$ cat config.mk
export PLATFORM = sky130hd
export DESIGN_NAME = apb_req_master
export DESIGN_NICKNAME = d
export VERILOG_FILES = /design/src/rtl/apb_req_master_pkg.sv /design/src/rtl/apb_req_master.sv
export SDC_FILE = /design/constraint.sdc
export NUM_CORES = 1
export LEC_CHECK = 0
export CAP_MARGIN = 15
export CORE_MARGIN = 3
export CORE_UTILIZATION = 39
export CTS_CLUSTER_DIAMETER = 200
export DETAILED_ROUTE_END_ITERATION = 8
export PLACE_DENSITY_LB_ADDON = 0.15
export SYNTH_ARGS = -nofsm -noshare
export SYNTH_HDL_FRONTEND = slang
export SYNTH_SLANG_ARGS = --single-unit
$ cat constraint.sdc
create_clock -name clk_i -period 2 [get_ports clk_i]
set_clock_uncertainty 0.05 [all_clocks]
set_input_delay 0.2 -clock clk_i [delete_from_list [all_inputs] [get_ports clk_i]]
set_output_delay 0.2 -clock clk_i [all_outputs]
set_load 0.01 [all_outputs]
$ cat src/rtl/apb_req_master_pkg.sv
// Shared definitions for the APB request master: FSM state encoding and sizing helpers.
package apb_req_master_pkg;

  localparam logic [1:0] ST_IDLE   = 2'd0;
  localparam logic [1:0] ST_SETUP  = 2'd1;
  localparam logic [1:0] ST_ACCESS = 2'd2;
  localparam logic [1:0] ST_RESP   = 2'd3;

  function automatic int ceil_div(input int a, input int b);
    return (a + b - 1) / b;
  endfunction

  // Timeout counter holds 0..TIMEOUT_CYCLES; at least one bit even when disabled.
  function automatic int cnt_width(input int n);
    return (n < 1) ? 1 : $clog2(n + 1);
  endfunction

endpackage

$ cat src/rtl/apb_req_master.sv
// Converts a valid/ready request stream into single APB4 SETUP+ACCESS transfers
// and returns one valid/ready response per accepted request.
module apb_req_master
  import apb_req_master_pkg::*;
#(
  parameter int ADDR_WIDTH     = 32,
  parameter int DATA_WIDTH     = 32,
  parameter int TIMEOUT_CYCLES = 16,
  localparam int STRB_WIDTH    = ceil_div(DATA_WIDTH, 8)
) (
  input  logic                  clk_i,
  input  logic                  rst_ni,
  input  logic                  req_valid_i,
  output logic                  req_ready_o,
  input  logic [ADDR_WIDTH-1:0] req_addr_i,
  input  logic                  req_write_i,
  input  logic [DATA_WIDTH-1:0] req_wdata_i,
  input  logic [STRB_WIDTH-1:0] req_strb_i,
  output logic                  rsp_valid_o,
  input  logic                  rsp_ready_i,
  output logic [DATA_WIDTH-1:0] rsp_rdata_o,
  output logic                  rsp_err_o,
  output logic [ADDR_WIDTH-1:0] paddr_o,
  output logic                  pwrite_o,
  output logic [DATA_WIDTH-1:0] pwdata_o,
  output logic [STRB_WIDTH-1:0] pstrb_o,
  output logic                  psel_o,
  output logic                  penable_o,
  input  logic                  pready_i,
  input  logic [DATA_WIDTH-1:0] prdata_i,
  input  logic                  pslverr_i
);

  localparam int               CNT_W   = cnt_width(TIMEOUT_CYCLES);
  localparam bit               TO_EN   = (TIMEOUT_CYCLES != 0);
  localparam logic [CNT_W-1:0] CNT_MAX = CNT_W'(TO_EN ? TIMEOUT_CYCLES : 1);
  localparam logic [CNT_W-1:0] TO_LAST = CNT_W'(TO_EN ? TIMEOUT_CYCLES - 1 : 0);

  logic [1:0]            state_q;
  logic [ADDR_WIDTH-1:0] addr_q;
  logic                  write_q;
  logic [DATA_WIDTH-1:0] wdata_q;
  logic [STRB_WIDTH-1:0] strb_q;
  logic [DATA_WIDTH-1:0] rdata_q;
  logic                  err_q;
  logic [CNT_W-1:0]      cnt_q;
  logic                  timeout_hit;

  // The count reaches TIMEOUT_CYCLES on the edge that leaves ACCESS, so the
  // last permitted wait cycle is the one where the count still reads TIMEOUT_CYCLES-1.
  assign timeout_hit = TO_EN && (cnt_q == TO_LAST);

  always_ff @(posedge clk_i) begin
    if (!rst_ni) begin
      state_q <= ST_IDLE;
      addr_q  <= '0;
      write_q <= 1'b0;
      wdata_q <= '0;
      strb_q  <= '0;
      rdata_q <= '0;
      err_q   <= 1'b0;
      cnt_q   <= '0;
    end else begin
      case (state_q)
        ST_IDLE: begin
          if (req_valid_i) begin
            addr_q  <= req_addr_i;
            write_q <= req_write_i;
            wdata_q <= req_wdata_i;
            strb_q  <= req_strb_i;
            state_q <= ST_SETUP;
          end
        end
        ST_SETUP: begin
          cnt_q   <= '0;
          state_q <= ST_ACCESS;
        end
        ST_ACCESS: begin
          if (pready_i) begin
            // Slave response takes priority over a coincident timeout.
            rdata_q <= (!write_q && !pslverr_i) ? prdata_i : '0;
            err_q   <= pslverr_i;
            state_q <= ST_RESP;
          end else begin
            if (cnt_q != CNT_MAX) cnt_q <= cnt_q + CNT_W'(1);
            if (timeout_hit) begin
              rdata_q <= '0;
              err_q   <= 1'b1;
              state_q <= ST_RESP;
            end
          end
        end
        ST_RESP: begin
          if (rsp_ready_i) state_q <= ST_IDLE;
        end
        default: state_q <= ST_IDLE;
      endcase
    end
  end

  assign req_ready_o = rst_ni && (state_q == ST_IDLE);
  assign rsp_valid_o = (state_q == ST_RESP);
  assign rsp_rdata_o = rdata_q;
  assign rsp_err_o   = err_q;

  assign psel_o    = (state_q == ST_SETUP) || (state_q == ST_ACCESS);
  assign penable_o = (state_q == ST_ACCESS);
  assign paddr_o   = addr_q;
  assign pwrite_o  = write_q;
  assign pwdata_o  = wdata_q;
  assign pstrb_o   = write_q ? strb_q : '0;

endmodule

======== After elaboration in Yosys (flattened, before gate mapping) ========
Index checks and enable logic that the tools add are counted.
storage, ports and cells
  output and inout port bits .............. 106
  register bits after elaboration ......... 109
  bits of input ports ..................... 107
cells by class
  $add $sub $neg .......................... 1
  mux-type cells .......................... 14
  eq/ne operators ......................... 10
  reduce and logical (&&, ||, !) cells .... 12
operators by type and width
  kind                 number
  $mux 32              3
  $mux 5               2
  $pmux 5 s2           1
  $mux 2               4
  $pmux 2 s4           1
  $reduce_and 3->1     2
  $add 5x1->5 const B  1
  $eq 5x4->1 const B   1
  $ne 5x5->1 const B   1
  $eq 2x2->1 const B   2
  $mux 4               1
  $ne 2x1->1 const B   2
  $ne 2x2->1 const B   2
  $reduce_and 2->1     2
  $reduce_bool 2->1    2
  $ne 3x1->1 const B   1
  $eq 2x1->1 const B   1
  $logic_and 1x1->1    2
  $logic_not 1->1      2
  $logic_not 2->1      1
  $mux 1               2
  $logic_or 1x1->1     1

======== Depth between registers and ports, before layout ========
  depth in word-level cells ............... 4
  depth in mapped cells ................... 8
  gate-level depth less buffers ........... 6

======== Worst setup path before layout ========
Ideal clock, no wire load.
  kind .................................... register to register
  from .................................... register cnt_q[0]
  to ...................................... register rdata_q[10] (netlist: rsp_rdata_o[10])
  data arrival time ....................... 1664 ps
  setup time .............................. 59 ps
  setup slack ............................. 227 ps
  cell stages (with the launch flop) ...... 9
  clock period less this slack ............ 1773 ps
  path buffers ............................ 2
  cell sequence ........................... dfxtp_1 ha_1 and3_1 ha_1 o21ai_0 and2_1 clkbuf_1 buf_2 a22o_1
on the way
  longest elaborated chain between the ends .. 3
ends and longest elaborated chain
  element                             RTL line              RTL
  start, declared                     apb_req_master.sv:46  logic [CNT_W-1:0] cnt_q;
  start signal, assigned              apb_req_master.sv:85  if (cnt_q != CNT_MAX) cnt_q <= cnt_q + CNT_W'(1);
  $eq 5x4->1                          apb_req_master.sv:51  assign timeout_hit = TO_EN && (cnt_q == TO_LAST);
  $reduce_bool 2->1 (no source line)  n/a
  $reduce_and 2->1 (no source line)   n/a
  end signal, assigned                apb_req_master.sv:81  rdata_q <= (!write_q && !pslverr_i) ? prdata_i : '0;
  end, declared                       apb_req_master.sv:44  logic [DATA_WIDTH-1:0] rdata_q;
No other way between the ends.
A chain may end at the register's enable or synchronous reset.

======== Worst setup path in the final report ========
  from .................................... register state_q[0]
  to ...................................... output port psel_o
on the way
  longest elaborated chain between the ends .. 2
  elaborated cells on any way between the ends .. 3
ends and longest elaborated chain
  element                                   RTL line               RTL
  start, declared                           apb_req_master.sv:39   logic [1:0] state_q;
  start signal, assigned                    apb_req_master.sv:55   state_q <= ST_IDLE;
  start signal, assigned                    apb_req_master.sv:71   state_q <= ST_SETUP;
  start signal, assigned                    apb_req_master.sv:76   state_q <= ST_ACCESS;
  $eq 2x1->1 or $eq 2x2->1 (tied branches)  apb_req_master.sv:106  assign psel_o = (state_q == ST_SETUP) || (state_q == ST_ACCESS);
  $logic_or 1x1->1 (*)                      apb_req_master.sv:106
  end, declared                             apb_req_master.sv:27   output logic psel_o,
Mark *: on every way between the ends. The rest lies on a longest branch, timed or not.

==> impl_summary.log <==
[metrics] via count of the first global-routing pass: 3,713
[metrics] area inside the core boundary: 9500 um^2
[metrics] remaining max-slew budget at the tightest pin: 60.9%
[metrics] final worst-path cycle share: 96.8%
[metrics] wire length of the first global-routing pass: 18.3 mm
[metrics] Inst Count DP: 763
[metrics] routed length per placed instance: 15.0 um
[metrics] placement-stage cell area: 6170 um^2
[metrics] CTS tree: done
[metrics] # setup viols final: 0
[metrics] critical register-to-register path endpoint: rsp_rdata_o[3]
[metrics] final non-filler cell area: 6380 um^2
[metrics] number of detailed-route iterations in the first pass: 4
[metrics] minimum clock period after layout: 1940 ps
[metrics] switching part of the total power: 32.4%
[metrics] final std cells w/o fill: 779
[metrics] post-DP HPWL: 8.61 mm
[metrics] number of instances in the synthesized netlist: 445
[metrics] clk buf depth: 2
[metrics] Core Rows: 35
[metrics] largest area contributor in the netlist: sky130_fd_sc_hd__dfxtp_1
[metrics] fraction of registers with async set or reset after synthesis: 0%
[metrics] EDFF count, synth: 0
[metrics] slew at the pin closest to its max-slew limit: 579 ps
[metrics] met1 track demand over resource in global routing: 21.9%
[metrics] portion of total power attributed to sequential cells: 43.1%
[metrics] number of hold-repair buffers added at the cts stage: 0
[metrics] number of H-tree levels: 3
[metrics] remaining global-route overflow: 0
[metrics] Yosys warning count: 0
[metrics] Slew Viols, Final: 0
[metrics] Final Total Pwr: 6.18 mW
[metrics] Die Span Y: 106 um
[metrics] status: finished, final reports clean
[metrics] initial cell density of the core: 41.3%
[metrics] wire length reported by the detailed router: 11.7 mm
[metrics] setup repair after global routing missed its margin: no
[metrics] fill cell count: 796
[metrics] final standard cell utilization of the core: 67.1%
[metrics] share of power burned in combinational logic: 36.8%
[metrics] clock slew at the register clock pins of the worst setup and hold paths: 100 ps
[metrics] NumNets Final: 759
[metrics] leading cell types by total area after synthesis: sky130_fd_sc_hd__dfxtp_1 56%, sky130_fd_sc_hd__nand2_1 14%, sky130_fd_sc_hd__a21oi_1 9.2%
[metrics] mean post-synth cell area: 8.81 um^2
[metrics] number of top-level pins: 213
[metrics] top_reg_cell synth: sky130_fd_sc_hd__dfxtp_1
[metrics] worst path required time: 1750 ps
[metrics] Sink Count: 109
[metrics] maximum vdd ir drop: 639 uV
[metrics] switching pwr: 2.01 mW
[metrics] startpoint of the worst register-to-register path: cnt_q[0]
[metrics] Port Buf Inserts: 212
[metrics] power density cells: 969 nW/um^2
[metrics] share of layout cells above drive strength 1: 5.08%
[metrics] total routing usage reported by global routing: 20.2%
[metrics] capturing element type of the critical path: primary output
[metrics] Vias per Instance: 4.89
[metrics] share of the yosys chip area belonging to registers: 55.6%
[metrics] layout-stage area growth over the synthesis result: 62.7%
[metrics] capturing instance or port of the critical path: psel_o
[metrics] max-capacitance violation count: 0
[metrics] antenna violations before repair: 0
[metrics] Max Freq: 517 MHz
[metrics] clk root buf: sky130_fd_sc_hd__clkbuf_8
[metrics] post-synthesis cell type count: 34
[metrics] horizontal die dimension: 106 um
[metrics] Crit Path Max Fanout: 5
[metrics] Synth Cell Area: 3920 um^2
[metrics] Internal Pwr Total: 4.18 mW
[metrics] Critical Path Start Type: flip-flop
[metrics] latest clock arrival within the worst-skew pair: 370 ps
[metrics] static leakage power: 2.38 nW
[metrics] DRC errors left: 0
[metrics] number of DRC violations after detailed-routing iteration 0: 166
[metrics] worst setup path class: reg -> out
[metrics] via total after detailed routing: 3,807
[metrics] data arrival time of the critical path: 1690 ps
[metrics] pin count of the biggest net entering global routing: 49
[metrics] Post-DRT Antenna Nets: 0
[metrics] most utilized layer in the global route result: met2
[metrics] total die area: 11,300 um^2
[metrics] post-route setup TNS: 0 ps
[metrics] Worst Reg-to-Reg Cells: 7
[metrics] r2r setup slk: 190 ps
[metrics] launch point of the critical path: state_q[0]
[metrics] number of buffers added by the clock tree synthesis step: 9
[metrics] clock share of power: 20.1%
[metrics] met3 Resource Use GR: 8.86%
[metrics] number of synthesized register bits: 109
[metrics] net count after synthesis: 559
[metrics] path class of the lowest-slack min-delay path: in -> reg
[metrics] number of diodes: 0
[metrics] gp weighted congestion: 0.767
[metrics] count of endpoints failing hold in the final timing report: 0
[metrics] portion of synthesized cell area occupied by the leading cell type: 55.6%
[metrics] global routing met2 resource utilization: 34.8%
## power by group through the flow
stage / combinational, mW / clock, mW / sequential (mW)
floorplan: 0.970 / 0 / 2.83
CTS: 2.29 / 1.28 / 2.66
finish: 2.27 / 1.25 / 2.66
detailed placement: 2.23 / 0 / 2.71
global placement: 2.19 / 0 / 2.69
global route: 2.49 / 1.35 / 2.70
## stage by stage
stage / setup slack [ps] / hold WS [ps]
final: 64.6 / 317
after CTS: 14.7 / 303
after global placement: 233 / 389
after floorplan: 227 / 283
after detailed placement: 195 / 395
after global routing: 1.58 / 309
## synth_stat cells, types with 2 or more instances
| cell type | count |
|---|---|
| sky130_fd_sc_hd__nand2_1 | 145 |
| sky130_fd_sc_hd__dfxtp_1 | 109 |
| sky130_fd_sc_hd__a21oi_1 | 72 |
| sky130_fd_sc_hd__a22o_1 | 32 |
| sky130_fd_sc_hd__buf_2 | 11 |
| sky130_fd_sc_hd__clkbuf_1 | 11 |
| sky130_fd_sc_hd__inv_1 | 9 |
| sky130_fd_sc_hd__and2_1 | 7 |
| sky130_fd_sc_hd__ha_1 | 7 |
| sky130_fd_sc_hd__buf_4 | 6 |
| sky130_fd_sc_hd__buf_1 | 4 |
| sky130_fd_sc_hd__mux2i_1 | 3 |
| sky130_fd_sc_hd__and3_1 | 2 |
| sky130_fd_sc_hd__nand3_1 | 2 |
| sky130_fd_sc_hd__nand3b_1 | 2 |
| sky130_fd_sc_hd__nor2_1 | 2 |
| sky130_fd_sc_hd__o211ai_1 | 2 |
| sky130_fd_sc_hd__o21ai_0 | 2 |
| sky130_fd_sc_hd__or4_1 | 2 |
## critical path: stages, from the launching register on
cell and delay (ps):
sky130_fd_sc_hd__dfxtp_2 350, sky130_fd_sc_hd__inv_1 110, sky130_fd_sc_hd__ha_4 320, sky130_fd_sc_hd__clkdlybuf4s50_1 540
## registers in the layout, indices dropped and copies added (netlist names)
| name | cells |
|---|---|
| paddr_o | 32 |
| pwdata_o | 32 |
| rsp_rdata_o | 32 |
| cnt_q | 5 |
| strb_q | 4 |
| state_q | 2 |
| pwrite_o | 1 |
| rsp_err_o | 1 |
## worst min-delay path by stage
stage	endpoint	cells after the start	from	slack (ps)
2_1_floorplan	rsp_rdata_o[10]	1	prdata_i[10]	280
5_1_grt	pwdata_o[4]	3	req_wdata_i[4]	310
6_report	paddr_o[28]	3	req_addr_i[28]	320
4_1_cts	paddr_o[28]	3	req_addr_i[28]	300
3_5_place_dp	pwdata_o[20]	2	pwdata_o[20]	400
3_3_place_gp	strb_q[0]	2	strb_q[0]	390
## cell type report
class / instances / area (um^2) / area share [%]
Tap cell: 129 / 161 / 2.53
Timing Repair Buffer: 222 / 2250 / 35.3
Sequential cell: 109 / 2180 / 34.2
Clock inverter: 3 / 18.8 / 0.294
Multi-Input combinational cell: 293 / 1570 / 24.6
Inverter: 10 / 37.5 / 0.588
Clock buffer: 13 / 159 / 2.49
## layer usage
metal | vias to the layer above | wire length, um
met5 | - | 0
met4 | 0 | 280
met3 | 22 | 1260
met2 | 164 | 5610
met1 | 1736 | 4560
li1 | 1885 | -
## repair_timing
action / in CTS / in global routing
cloned: 0 / 0
buffers inserted: 0 / 0
endpoints found under the setup margin: 3 / 3
gates resized for setup: 2 / 4
## cells in the final DEF (no fill, tap or decap), drive strengths merged
cell and count:
a21oi 72, a222oi 1, a22o 32, a31oi 1, a32oi 1, and2 7, and3 2, buf 10
clkbuf 13, clkdlybuf4s50 211, clkinv 2, dfxtp 109, dlymetal6s2s 1, ha 7, inv 11, mux2i 3
nand2 146, nand2b 1, nand3 2, nand3b 2, nand4b 1, nor2 2, nor3 2, nor4bb 1
o211ai 2, o21ai 3, o2bb2ai 1, o32ai 1, o41ai 1, or4 2
## kinds of logic (layout without fill, tap and decap cells)
group,count (synthesis),count (layout),synth area share [%]
flops,109,109,55.6
simple gates,168,168,17.7
compound gates,115,115,18.4
fa+ha+maj,7,7,2.23
buf+inv,43,248,5.23
mux,3,3,0.766
Power figures use the tool's default switching activity.
